<file path="src/rtl/seg7_scan.sv">
// Four-digit multiplexed 7-segment driver for the countdown timer.
// Frame-coherent digit snapshot, dead time, zero blanking, MM.SS point, blink.
module seg7_scan #(
  parameter int REFRESH_BITS = 16,
  parameter int DEAD_CYCLES  = 64,
  parameter int BLINK_BITS   = 26,
  parameter bit BLANK_LZ     = 1'b1
) (
  input  logic       clk,
  input  logic       reset,
  input  logic [3:0] bin0,
  input  logic [3:0] bin1,
  input  logic [3:0] bin2,
  input  logic [3:0] bin3,
  input  logic       expired,
  output logic [6:0] seg,
  output logic       dp,
  output logic [3:0] an
);

  localparam logic [REFRESH_BITS-1:0] DEAD =
    REFRESH_BITS'(DEAD_CYCLES);

  logic [REFRESH_BITS-1:0] slot_cnt;
  logic [1:0]              idx;
  logic [3:0][3:0]         sh;
  logic [BLINK_BITS-1:0]   blink_cnt;

  logic       slot_end;
  logic       lz_blank;
  logic       blank;
  logic [3:0] cur;
  logic [6:0] glyph;

  always_comb begin
    slot_end = &slot_cnt;
    cur      = sh[idx];
    lz_blank = BLANK_LZ && (idx == 2'd3) && (sh[3] == 4'd0);
    blank    = (slot_cnt < DEAD) || blink_cnt[BLINK_BITS-1] || lz_blank;
  end

  always_comb begin
    glyph = 7'h3F;
    unique case (cur)
      4'd0:    glyph = 7'h40;
      4'd1:    glyph = 7'h79;
      4'd2:    glyph = 7'h24;
      4'd3:    glyph = 7'h30;
      4'd4:    glyph = 7'h19;
      4'd5:    glyph = 7'h12;
      4'd6:    glyph = 7'h02;
      4'd7:    glyph = 7'h78;
      4'd8:    glyph = 7'h00;
      4'd9:    glyph = 7'h10;
      default: glyph = 7'h3F;
    endcase
  end

  always_ff @(posedge clk or posedge reset) begin
    if (reset) begin
      slot_cnt <= '0;
      idx      <= '0;
    end else begin
      slot_cnt <= slot_cnt + 1'b1;
      if (slot_end)
        idx <= idx + 2'd1;
    end
  end

  // Capture only at the very end of digit 3 so a frame never tears.
  always_ff @(posedge clk or posedge reset) begin
    if (reset)
      sh <= '0;
    else if (slot_end && idx == 2'd3)
      sh <= {bin3, bin2, bin1, bin0};
  end

  always_ff @(posedge clk or posedge reset) begin
    if (reset)
      blink_cnt <= '0;
    else if (expired)
      blink_cnt <= blink_cnt + 1'b1;
    else
      blink_cnt <= '0;
  end

  always_ff @(posedge clk or posedge reset) begin
    if (reset) begin
      seg <= 7'h7F;
      dp  <= 1'b1;
      an  <= 4'hF;
    end else if (blank) begin
      seg <= 7'h7F;
      dp  <= 1'b1;
      an  <= 4'hF;
    end else begin
      seg <= glyph;
      dp  <= (idx != 2'd2);
      an  <= ~(4'b0001 << idx);
    end
  end

endmodule

</file>
<file path="config.mk">
export PLATFORM = sky130hd
export DESIGN_NAME = seg7_scan
export DESIGN_NICKNAME = d
export VERILOG_FILES = /design/src/rtl/seg7_scan.sv
export SDC_FILE = /design/constraint.sdc
export NUM_CORES = 1
export LEC_CHECK = 0
export CORE_MARGIN = 2
export CORE_UTILIZATION = 57
export DETAILED_ROUTE_END_ITERATION = 7
export HOLD_SLACK_MARGIN = 0.06
export MAX_ROUTING_LAYER = met4
export PLACE_DENSITY = 0.79
export REMOVE_ABC_BUFFERS = 1
export SLEW_MARGIN = 20
export SYNTH_ARGS = -nofsm -noshare
export SYNTH_HDL_FRONTEND = slang
export SYNTH_SLANG_ARGS = --single-unit
</file>
<file path="constraint.sdc">
create_clock -name clk -period 2.7 [get_ports clk]
set_clock_uncertainty 0.15 [all_clocks]
set_input_delay 0.54 -clock clk [delete_from_list [all_inputs] [get_ports clk]]
set_output_delay 0.54 -clock clk [all_outputs]
set_load 0.02 [all_outputs]
</file>
# [Word-level counts from Yosys, hierarchy flattened]
# Memory sizes are Yosys's and may differ from the RTL's.
# Cells that the tools add are included.
[word_totals] mem_bits_ro=112 ff_bits=72 input_bits=19 elab_cells=32 memories=1 output_inout_bits=12
[op_classes] n_addsub=3 muxes=6 n_lt_le_gt_ge=2 n_eq_ne=2 reduce_logical=6 bitwise=1 shifts=1
[mem_list] name="(name not given)" depth=16 word_bits=7 read_ports=1 rd_ports_with_merged_regs=0 wr=0 line_no="44" source="unique case (cur)"
[ops] cell="26-bit by 1-bit adder with 26-bit output, second input constant" n=1
[ops] cell="26-bit 2-to-1 mux" n=1
[ops] cell="16-bit by 1-bit adder with 16-bit output, second input constant" n=1
[ops] cell="16-bit by 7-bit < comparator with 1-bit output, second input constant" n=1
[ops] cell="16-bit AND reduction" n=1
[ops] cell="4-bit binary-select mux with 2-bit select" n=1
[ops] cell="4-bit 2-to-1 mux" n=2
[ops] cell="7-bit 2-to-1 mux" n=1
[ops] cell="4-bit zero test" n=1
[ops] cell="4-bit inverter" n=1
[ops] cell="1-bit by 2-bit << shifter with 4-bit output, first input constant" n=1
[ops] cell="2-bit by 3-bit < comparator with 1-bit output, second input constant" n=1
[ops] cell="2-bit by 1-bit adder with 2-bit output, second input constant" n=1
[ops] cell="2-bit == test, second input constant" n=1
[ops] cell="1-bit logical AND" n=2
[ops] cell="1-bit logical OR" n=2
[ops] cell="2-bit inequality test, second input constant" n=1
[ops] cell="1-bit 2-to-1 mux" n=1

# [Longest topological paths before layout]
# Gate-level depths: netlist of the first run.
[logic_depth] ltp_word=4 mapped_depth=7 ltp_nobuf=6

# [Least setup slack after synthesis of the first run]
# Ideal clock, no wire load.
[synth_timing] path_kind="register to register" start="register idx[0]" end="register seg[3]" path_buffers=1 slack_ns=0.682 required_time_ns=2.455 t_arrival_ns=1.773 setup_ns=0.095 path_stages_with_launch=7 period_less_slack_ns=2.018 cell_sequence="dfrtp_1 -> buf_2 -> mux4_2 -> ha_1 -> or2_2 -> a21oi_1 -> o21ai_0"
[synth_between] elab_chain_cells=4 elab_cells_between_ends=7 classes_between="1 x eq/ne; 3 x mux; 2 x reduce/logical; 1 x memory"
[synth_rtl] item="start: declaration" line_no="25" source="logic [1:0] idx;"
[synth_rtl] item="start signal: assignment" line_no="66" source="idx <= idx + 2'd1;"
[synth_rtl] item="4-bit binary-select mux with 2-bit select or 2-bit == test (tied branches)" line_no="37, 38"
[synth_rtl] item="4-bit 2-to-1 mux (not written as such) or 1-bit logical AND (tied branches)" line_no="37, 38"
[synth_rtl] item="memory 16 x 7 bit or 1-bit logical OR (tied branches)"
[synth_rtl] item="7-bit 2-to-1 mux *" line_no="92" source="end else if (blank) begin"
[synth_rtl] item="end signal: assignment" line_no="97" source="seg <= glyph;"
[synth_rtl] item="end: declaration" line_no="16" source="output logic [6:0] seg,"
# Every way passes the cells marked *; elsewhere a longest branch is shown, timed or not. The select of a mux whose other input is x is not followed.
# A chain may end at the register's enable or synchronous reset.

# [Final worst setup path of the first run]
[layout_timing] start="register slot_cnt[6]" end="register sh[2] (netlist bit)"
[layout_between] elab_chain_cells=2
[layout_rtl] item="start: declaration" line_no="24" source="logic [REFRESH_BITS-1:0] slot_cnt;"
[layout_rtl] item="start signal: assignment" line_no="64" source="slot_cnt <= slot_cnt + 1'b1;"
[layout_rtl] item="16-bit AND reduction" line_no="36" source="slot_end = &slot_cnt;"
[layout_rtl] item="1-bit logical AND" line_no="74" source="else if (slot_end && idx == 2'd3)"
[layout_rtl] item="end signal: assignment" line_no="75" source="sh <= {bin3, bin2, bin1, bin0};"
[layout_rtl] item="end: declaration" line_no="26" source="logic [3:0][3:0] sh;"
# No other way between the ends.

==> results.cfg, run 1 <==
[clocking]
root_buffer = clkbuf_8
cts_tree = yes
cts_made_buffers = 9
h-tree-depth = 3
cts_resized = 0
clk_path_buf_depth = 2
clk_pin_slew_ps = 70
postCtsHoldBufs = 0
insertion_delay_ps = 340
cts_sinks = 71
post_cts_buffers = 0

[global_routing]
grt_first_pass_wirelength_mm = 10.3
gr-total-overflow = 0
grt_usage_pct = 21.4
grt_max_degree = 55
grt_antenna_before_repair = 0
grt_pass1_vias = 2282

[critical_path]
end_kind = register
path_max_fanout = 16
cp_slowest_cell = nand4_2
worst-path-buf-inv = 0
r2r-start = slot_cnt[6]
critPathLaunchType = register
worstSetupEndpoint = sh[2]
r2r_setup_slack_ps = 430
max_stage_delay_ps = 470
ff2ff_path_depth = 4
crit_chain = nand4_1 -> nor3_2 -> nand4_2 -> mux2_2
critPathTopFamily = simple AND/OR/NAND/NOR gates
worstSetupPathType = register to register
cp.required_ps = 2770
path_depth = 4
cp-startpoint = slot_cnt[6]
timing.rr.end = sh[2]
crit_arrival_ps = 2340

[floorplan]
fp.dieH_um = 81.3
core_um2 = 5850
die-area_um2 = 6610
io_pins = 31
start_util_pct = 58.2
rows = 28
fp.dieW_um = 81.3

[timing]
whs_ps = 324
rsz0062_at_grt = false
min_period_ps = 2270
fmax_mhz = 440
slew_violations = 0
slew_headroom_pct = 50.5
worst_slack_ps = 429
setup_viol = 0
finalCritPeriodShare_pct = 84.1
worst_pin_slew_ps = 740
final_hold_viol_count = 0
finalSetupTns_ps = 0

[synthesis]
syn_inst = 306
synth.distinct_cells = 35
syn_area_um2 = 3410
ys_seq_elements = 71
synth_edf_count = 0
yosysTopAreaCell = dfrtp_1
seq_area_frac_synth_pct = 52.6
synthTopCellsByArea = dfrtp_1 44%, dfstp_2 8.5%, mux2_2 5.6%
async_flop_share_pct = 100
syn_avg_cell_area_um2 = 11.1
netlist.area_leader.share_pct = 44.1
ys_warn_count = 0
synth_ff_type = dfrtp_1

[finish]
layout_commonest_cell = dfrtp_1
seq_area_um2 = 1790
fillers = 434
final_core_util_pct = 67.4
area.growth.synth_to_final_pct = 15.8
diodes = 0
fin_nets = 365
layout_common_cells = 60 x dfrtp_1, 30 x clkdlybuf4s50_1, 20 x nand2_1, 19 x xnor2_1, 19 x a21oi_1
multiInputGateArea_um2 = 1510
drive_gt1_share_pct = 17.4

[routing]
vias_per_cell = 5.66
dr.pass1.iters = 4
drtAntennaViolNets = 0
dr.first_iter.drc_count = 106
drt-total-wl_mm = 6.26
wl_per_cell_um = 15.1
drc = 0
vias = 2349

[min_path]
hold_path_class = register to register

[placed_design]
place.gp.congestion = 0.792
pre_cts_ws_ps = 403
dp_hpwl_mm = 4.22
port_buffers = 30

[pwr]
p_per_area_nw_per_um2 = 494
peakVddDrop_uv = 387
p_leak_nw = 1.63

[status]
outcome = finished, final reports clean

[job]
maxCapViolCount = 0
## cells by family (layout without fill, tap and decap cells)
| group | count (synthesis) | count (layout) | synth area share, % |
|---|---|---|---|
| AOI/OAI and AO/OA | 43 | 43 | 7.27 |
| xor gates and xnor gates | 25 | 25 | 6.43 |
| adders and majority gates | 11 | 11 | 4.04 |
| buffers and inverters | 27 | 61 | 3.38 |
| DFF | 71 | 71 | 52.6 |
| muxes | 21 | 21 | 8.27 |
| and+or+nand+nor | 108 | 108 | 18.0 |
## metrics by stage
stage / area (um^2) / std cells / total power [mW]
6_report: 3940 / 415 / 1.95
5_1_grt: 3940 / 415 / 2.02
4_1_cts: 3940 / 415 / 1.97
3_5_place_dp: 3760 / 399 / 1.21
3_3_place_gp: 3760 / 399 / 1.21
2_1_floorplan: 3340 / 291 / 1.16
## final cells by class
| class | instances | share of cell area [%] |
|---|---|---|
| sequential | 71 | 45.4 |
| inverter | 12 | 1.14 |
| tap | 75 | 2.38 |
| multi-input combinational | 208 | 38.2 |
| timing repair buffer | 33 | 8.50 |
| clock inverter | 6 | 0.920 |
| clock buffer | 10 | 3.49 |
## worst min path at each step
| stage | start | end | slack, ps | depth (start not counted) |
|---|---|---|---|---|
| 5_1_grt | slot_cnt[4] | slot_cnt[4] | 340 | 1 |
| 2_1_floorplan | slot_cnt[4] | slot_cnt[4] | 290 | 1 |
| 3_3_place_gp | slot_cnt[4] | slot_cnt[4] | 310 | 1 |
| 4_1_cts | slot_cnt[4] | slot_cnt[4] | 320 | 1 |
| 3_5_place_dp | slot_cnt[4] | slot_cnt[4] | 310 | 1 |
| 6_report | slot_cnt[4] | slot_cnt[4] | 320 | 1 |
## power breakdown
part / leakage [nW] / switching (mW) / internal [mW]
combinational: 0.642 / 0.0516 / 0.0495
sequential: 0.900 / 0.0112 / 1.08
clock: 0.0918 / 0.401 / 0.353
## registers in the layout (all words and copies together) (netlist names)
register   cells
sh            16
blink_cnt     26
slot_cnt      16
seg            7
idx            2
an             4
## cell usage after synthesis, types with 2 or more instances
cell and number:
xor2_1 6, inv_1 11, and3_1 8, clkbuf_1 11
buf_2 2, dfrtp_1 60, nand4_1 8, o21ai_0 11
nor4_1 6, nand3_1 14, a21oi_1 19, mux2_2 17
ha_1 11, o31ai_1 11, nand2b_1 3, or3_1 5
or4_1 13, nor2_1 15, xnor2_1 19, nor3_1 3
and2_1 5, a211oi_1 2, mux4_2 4, dfstp_2 11
nand2_1 20, and4_1 2
## worst register-to-register path, cell delays in order, from the launching register on
cell	delay, ps
dfrtp_1	420
nand4_1	280
nor3_2	380
nand4_2	470
mux2_2	460
## routing by layer
layer | track usage, % | part of all wire, % | vias to the layer above
met5 | - | 0 | -
met4 | 10.7 | 1.9 | 0
met3 | 4.00 | 2.0 | 9
met2 | 32.5 | 50 | 23
met1 | 27.8 | 46 | 1171
li1 | - | - | 1146
Power figures use the tool's default switching activity.
==> inputs of run 2 (changes only) <==
- CORE_UTILIZATION: 57 -> 52
- PLACE_DENSITY: 0.79 -> 0.76
- clock period: 2.7 -> 2.05 ns (I/O delays scaled with it)
==> run 2 against run 1 <==
Combinational power up 45%. Sequential share of layout area shrank 2.0 points. Sequential power is 32% higher. Die area up 9.1%. Routed wire length increased by 2.6%. Clock-buffer cell count increased by 1. Global-route usage down 1.6 points. Worst hold slack worse by 130 ps.
==> results.cfg, run 2 (synthesized netlist as in run 1, its figures left out) <==
[timing]
slew_headroom_pct = 59.8
setup_viol = 0
slew_violations = 0
finalCritPeriodShare_pct = 98.4
finalSetupTns_ps = 0
fmax_mhz = 496
worst_pin_slew_ps = 601
final_hold_viol_count = 0
min_period_ps = 2020

[global_routing]
grt_first_pass_wirelength_mm = 11.0
grt_max_degree = 35
grt_pass1_vias = 2393
grt_usage_pct = 19.8
grt_antenna_before_repair = 0
gr-total-overflow = 0

[critical_path]
ff2ff_path_depth = 5
path_depth = 1
end_kind = output port
max_stage_delay_ps = 590
cp.required_ps = 1490
r2r-start = idx[0]
cp_slowest_cell = clkdlybuf4s50_1
timing.rr.end = seg[3]
path_max_fanout = 1
critPathLaunchType = register
r2r_setup_slack_ps = 100
crit_arrival_ps = 1460
worst-path-buf-inv = 1
crit_chain = clkdlybuf4s50_1
cp-startpoint = seg[4]
critPathTopFamily = buffers and inverters
worstSetupPathType = register to output port

[pwr]
p_per_area_nw_per_um2 = 695
internal-power_mw = 2.24
peakVddDrop_uv = 659
p_clk_share_pct = 44.8
p_switching_mw = 0.625
p_seq_share_pct = 50.1
combPwrFrac_pct = 5.1
p_leak_nw = 1.69
swShare_pct = 21.8

[placed_design]
post_dp_cell_area_um2 = 3840
dp_hpwl_mm = 4.16
port_buffers = 30
place.gp.congestion = 0.793
dp.cells = 408

[clocking]
root_buffer = clkbuf_8
clk_pin_slew_ps = 80
h-tree-depth = 3
cts_made_buffers = 9
insertion_delay_ps = 350
cts_tree = yes
postCtsHoldBufs = 0
cts_sinks = 71
clk_path_buf_depth = 2

[floorplan]
fp.dieH_um = 84.9
core_um2 = 6350
fp.dieW_um = 84.9
rows = 29
die-area_um2 = 7210
io_pins = 31
start_util_pct = 53.6

[routing]
dr.pass1.iters = 4
wl_per_cell_um = 15.1
dr.first_iter.drc_count = 169
drc = 0
vias_per_cell = 5.68
vias = 2416
drtAntennaViolNets = 0
drt-total-wl_mm = 6.42

[finish]
layout_commonest_cell = dfrtp_1
fin_nets = 373
top_register = blink_cnt
layout_common_cells = 59 x dfrtp_1, 23 x clkdlybuf4s50_1, 20 x nand2_1, 19 x xnor2_1
top_regs = blink_cnt x26, sh x16, slot_cnt x16
finalInstanceArea_um2 = 4130
area.growth.synth_to_final_pct = 21.2
fin_cells = 425
fillers = 480
largest_reg_flops = 26
diodes = 0
drive_gt1_share_pct = 21.6

[job]
maxCapViolCount = 0

[status]
outcome = finished, final reports clean

[min_path]
hold_path_class = primary input to async pin
## run 2: layer usage
metal | track usage [%] | share of wire, % | vias up
li1 | - | - | 1161
met1 | 26.5 | 47 | 1203
met2 | 29.4 | 48 | 44
met3 | 5.93 | 3.8 | 8
met4 | 6.49 | 1.4 | 0
met5 | - | 0 | -
## run 2: power by group through the flow
| stage | logic (mW) | registers, mW | clock network (mW) |
|---|---|---|---|
| after CTS | 0.140 | 1.44 | 1.30 |
| after floorplan | 0.0745 | 1.46 | 0 |
| after global placement | 0.137 | 1.46 | 0 |
| after global routing | 0.164 | 1.44 | 1.37 |
| after detailed placement | 0.140 | 1.46 | 0 |
| final | 0.146 | 1.44 | 1.28 |
## run 2: timing repair
item	CTS	global route
setup endpoints to repair	7	10
resized for setup	5	15
pin swaps	0	1
buffers inserted	0	1
## run 2: per-stage QoR
stage          worst slack (ps)  power (mW)  utilization [%]  hold slack (ps)
6_report                   32.8        2.87             65.0              194
2_1_floorplan              -288        1.53                -              288
5_1_grt                  -0.956        2.97             65.0              226
3_5_place_dp              -28.0        1.60             60.6              313
3_3_place_gp               26.6        1.60             60.6              307
4_1_cts                    11.2        2.88             64.2              202
## run 2: final cells by class
cell class	count	area [um^2]	share of cell area (%)
flip-flops and latches	71	1790	43.4
multi-input cells	208	1530	37.2
repair buffers	41	427	10.3
clock buffers	11	151	3.67
well taps	77	96.3	2.33
clock inverters	5	80.1	1.94
inverters	12	47.5	1.15
## run 2: worst max path at each step
stage	to	slack [ps]
finish	seg[4]	30
global route	seg[4]	-1
CTS	seg[1]	10
detailed placement	seg[0]	-30
global placement	seg[3]	30
floorplan	blink_cnt[0]	-290
==> inputs of run 3 (changes only) <==
- CORE_UTILIZATION: 52 -> 50
- GPL_TIMING_DRIVEN: unset -> 0
- PLACE_DENSITY: 0.76 -> 0.74
==> run 3 against run 2 <==
Sequential share of layout area up 0.53 points. Critical path depth unchanged. Non-clock buffer count down 5. Clock-buffer cell count down 1. Worst hold slack better by 9.4 ps. First-iteration DRC count up 11%. Die area up 3.8%. Critical endpoint is now seg[1]. Routed wire length up 1.2%.
==> results.cfg, run 3 (synthesized netlist as in run 1, its figures left out) <==
[routing]
vias = 2441
dr.pass1.iters = 4
drtAntennaViolNets = 0
dr.first_iter.drc_count = 188
vias_per_cell = 5.76
drt-total-wl_mm = 6.50
drc = 0
wl_per_cell_um = 15.3

[global_routing]
grt_pass1_vias = 2395
grt_first_pass_wirelength_mm = 10.9
grt_antenna_before_repair = 0
grt_usage_pct = 18.8
gr-total-overflow = 0
grt_max_degree = 55

[floorplan]
start_util_pct = 51.0
io_pins = 31
fp.dieW_um = 86.5
core_um2 = 6680
rows = 30
fp.dieH_um = 86.5
die-area_um2 = 7490

[placed_design]
port_buffers = 30
place.gp.congestion = 0.782
dp.cells = 402
dp_hpwl_mm = 4.22
pre_cts_ws_ps = -235
post_dp_cell_area_um2 = 3770

[critical_path]
path_depth = 1
cp_slowest_cell = clkdlybuf4s50_1
ff2ff_path_depth = 5
critPathTopFamily = buffers and inverters
crit_chain = clkdlybuf4s50_1
cp.required_ps = 1490
path_max_fanout = 1
crit_arrival_ps = 1440
worstSetupPathType = register to output port
end_kind = output port
critPathLaunchType = register
max_stage_delay_ps = 590
worst-path-buf-inv = 1

[clocking]
cts_tree = yes
h-tree-depth = 3
clk_path_buf_depth = 2
postCtsHoldBufs = 0
root_buffer = clkbuf_8
insertion_delay_ps = 340
clk_pin_slew_ps = 80
cts_made_buffers = 9
cts_sinks = 71

[timing]
worst_slack_ps = 48.2
setup_viol = 0
worst_pin_slew_ps = 600
min_period_ps = 2000
final_hold_viol_count = 0
slew_violations = 0
fmax_mhz = 500
slew_headroom_pct = 59.7
finalCritPeriodShare_pct = 97.6

[status]
outcome = finished, final reports clean

[finish]
finalInstanceArea_um2 = 4080
diodes = 0
fin_nets = 369
fin_cells = 424
final_core_util_pct = 61.1
layout_commonest_cell = dfrtp_1
seq_area_um2 = 1790
fillers = 536
layout_common_cells = 57 x dfrtp_1, 22 x clkdlybuf4s50_1, 20 x nand2_1, 19 x xnor2_1, 19 x a21oi_1
top_register = blink_cnt
drive_gt1_share_pct = 20.9
multiInputGateArea_um2 = 1560
top_regs = blink_cnt x26, sh x16, slot_cnt x16
largest_reg_flops = 26
area.growth.synth_to_final_pct = 19.9

[pwr]
power_mw = 2.68
p_leak_nw = 1.67
peakVddDrop_uv = 490
p_per_area_nw_per_um2 = 657

[job]
maxCapViolCount = 0

[min_path]
hold_path_class = primary input to async pin
-- run 3: repair_timing --
item / CTS / global route
endpoints found under the setup margin: 41 / 39
gates resized for setup: 6 / 17
gates cloned: 0 / 1
setup buffers: 2 / 3
pin swaps: 0 / 2
-- run 3: path summary, 6_finish.rpt --
| path | startpoint | endpoint | slack [ps] |
|---|---|---|---|
| setup / recovery | seg[1] | seg[1] | 50 |
| hold / removal | reset | sh[5] | 200 |
| setup reg to reg | idx[0] | seg[3] | 60 |
| hold reg to reg | slot_cnt[4] | slot_cnt[4] | 320 |
| max in group asynchronous | reset | an[0] | 970 |
| min in group clk | slot_cnt[4] | slot_cnt[4] | 320 |
-- run 3: power by group --
part | internal (mW) | total, mW | switching [mW]
sequential | 1.42 | 1.44 | 0.0137
clock | 0.588 | 1.11 | 0.520
combinational | 0.0685 | 0.140 | 0.0713
total | 2.08 | 2.68 | 0.605
-- run 3: area by class of cell --
class                           instances  area share [%]
Inverter                               12            1.16
Timing Repair Buffer                   36            9.34
Multi-Input combinational cell        209            38.3
Sequential cell                        71            43.9
Clock buffer                           10            3.37
Tap cell                               80            2.45
Clock inverter                          6            1.47
-- run 3: per-layer routing --
layer	routed length [um]	up-vias	global-route usage, %
met5	0	-	-
met2	3270	44	30.3
li1	-	1160	-
met3	248	6	4.29
met4	53	0	4.97
met1	2930	1231	24.4
-- run 3: stage by stage --
step                setup TNS, ps  hold slack [ps]
floorplan                  -17300              288
global placement          -102610              306
CTS                             0              204
finish                          0              204
global route                -5.29              211
detailed placement          -5970              314
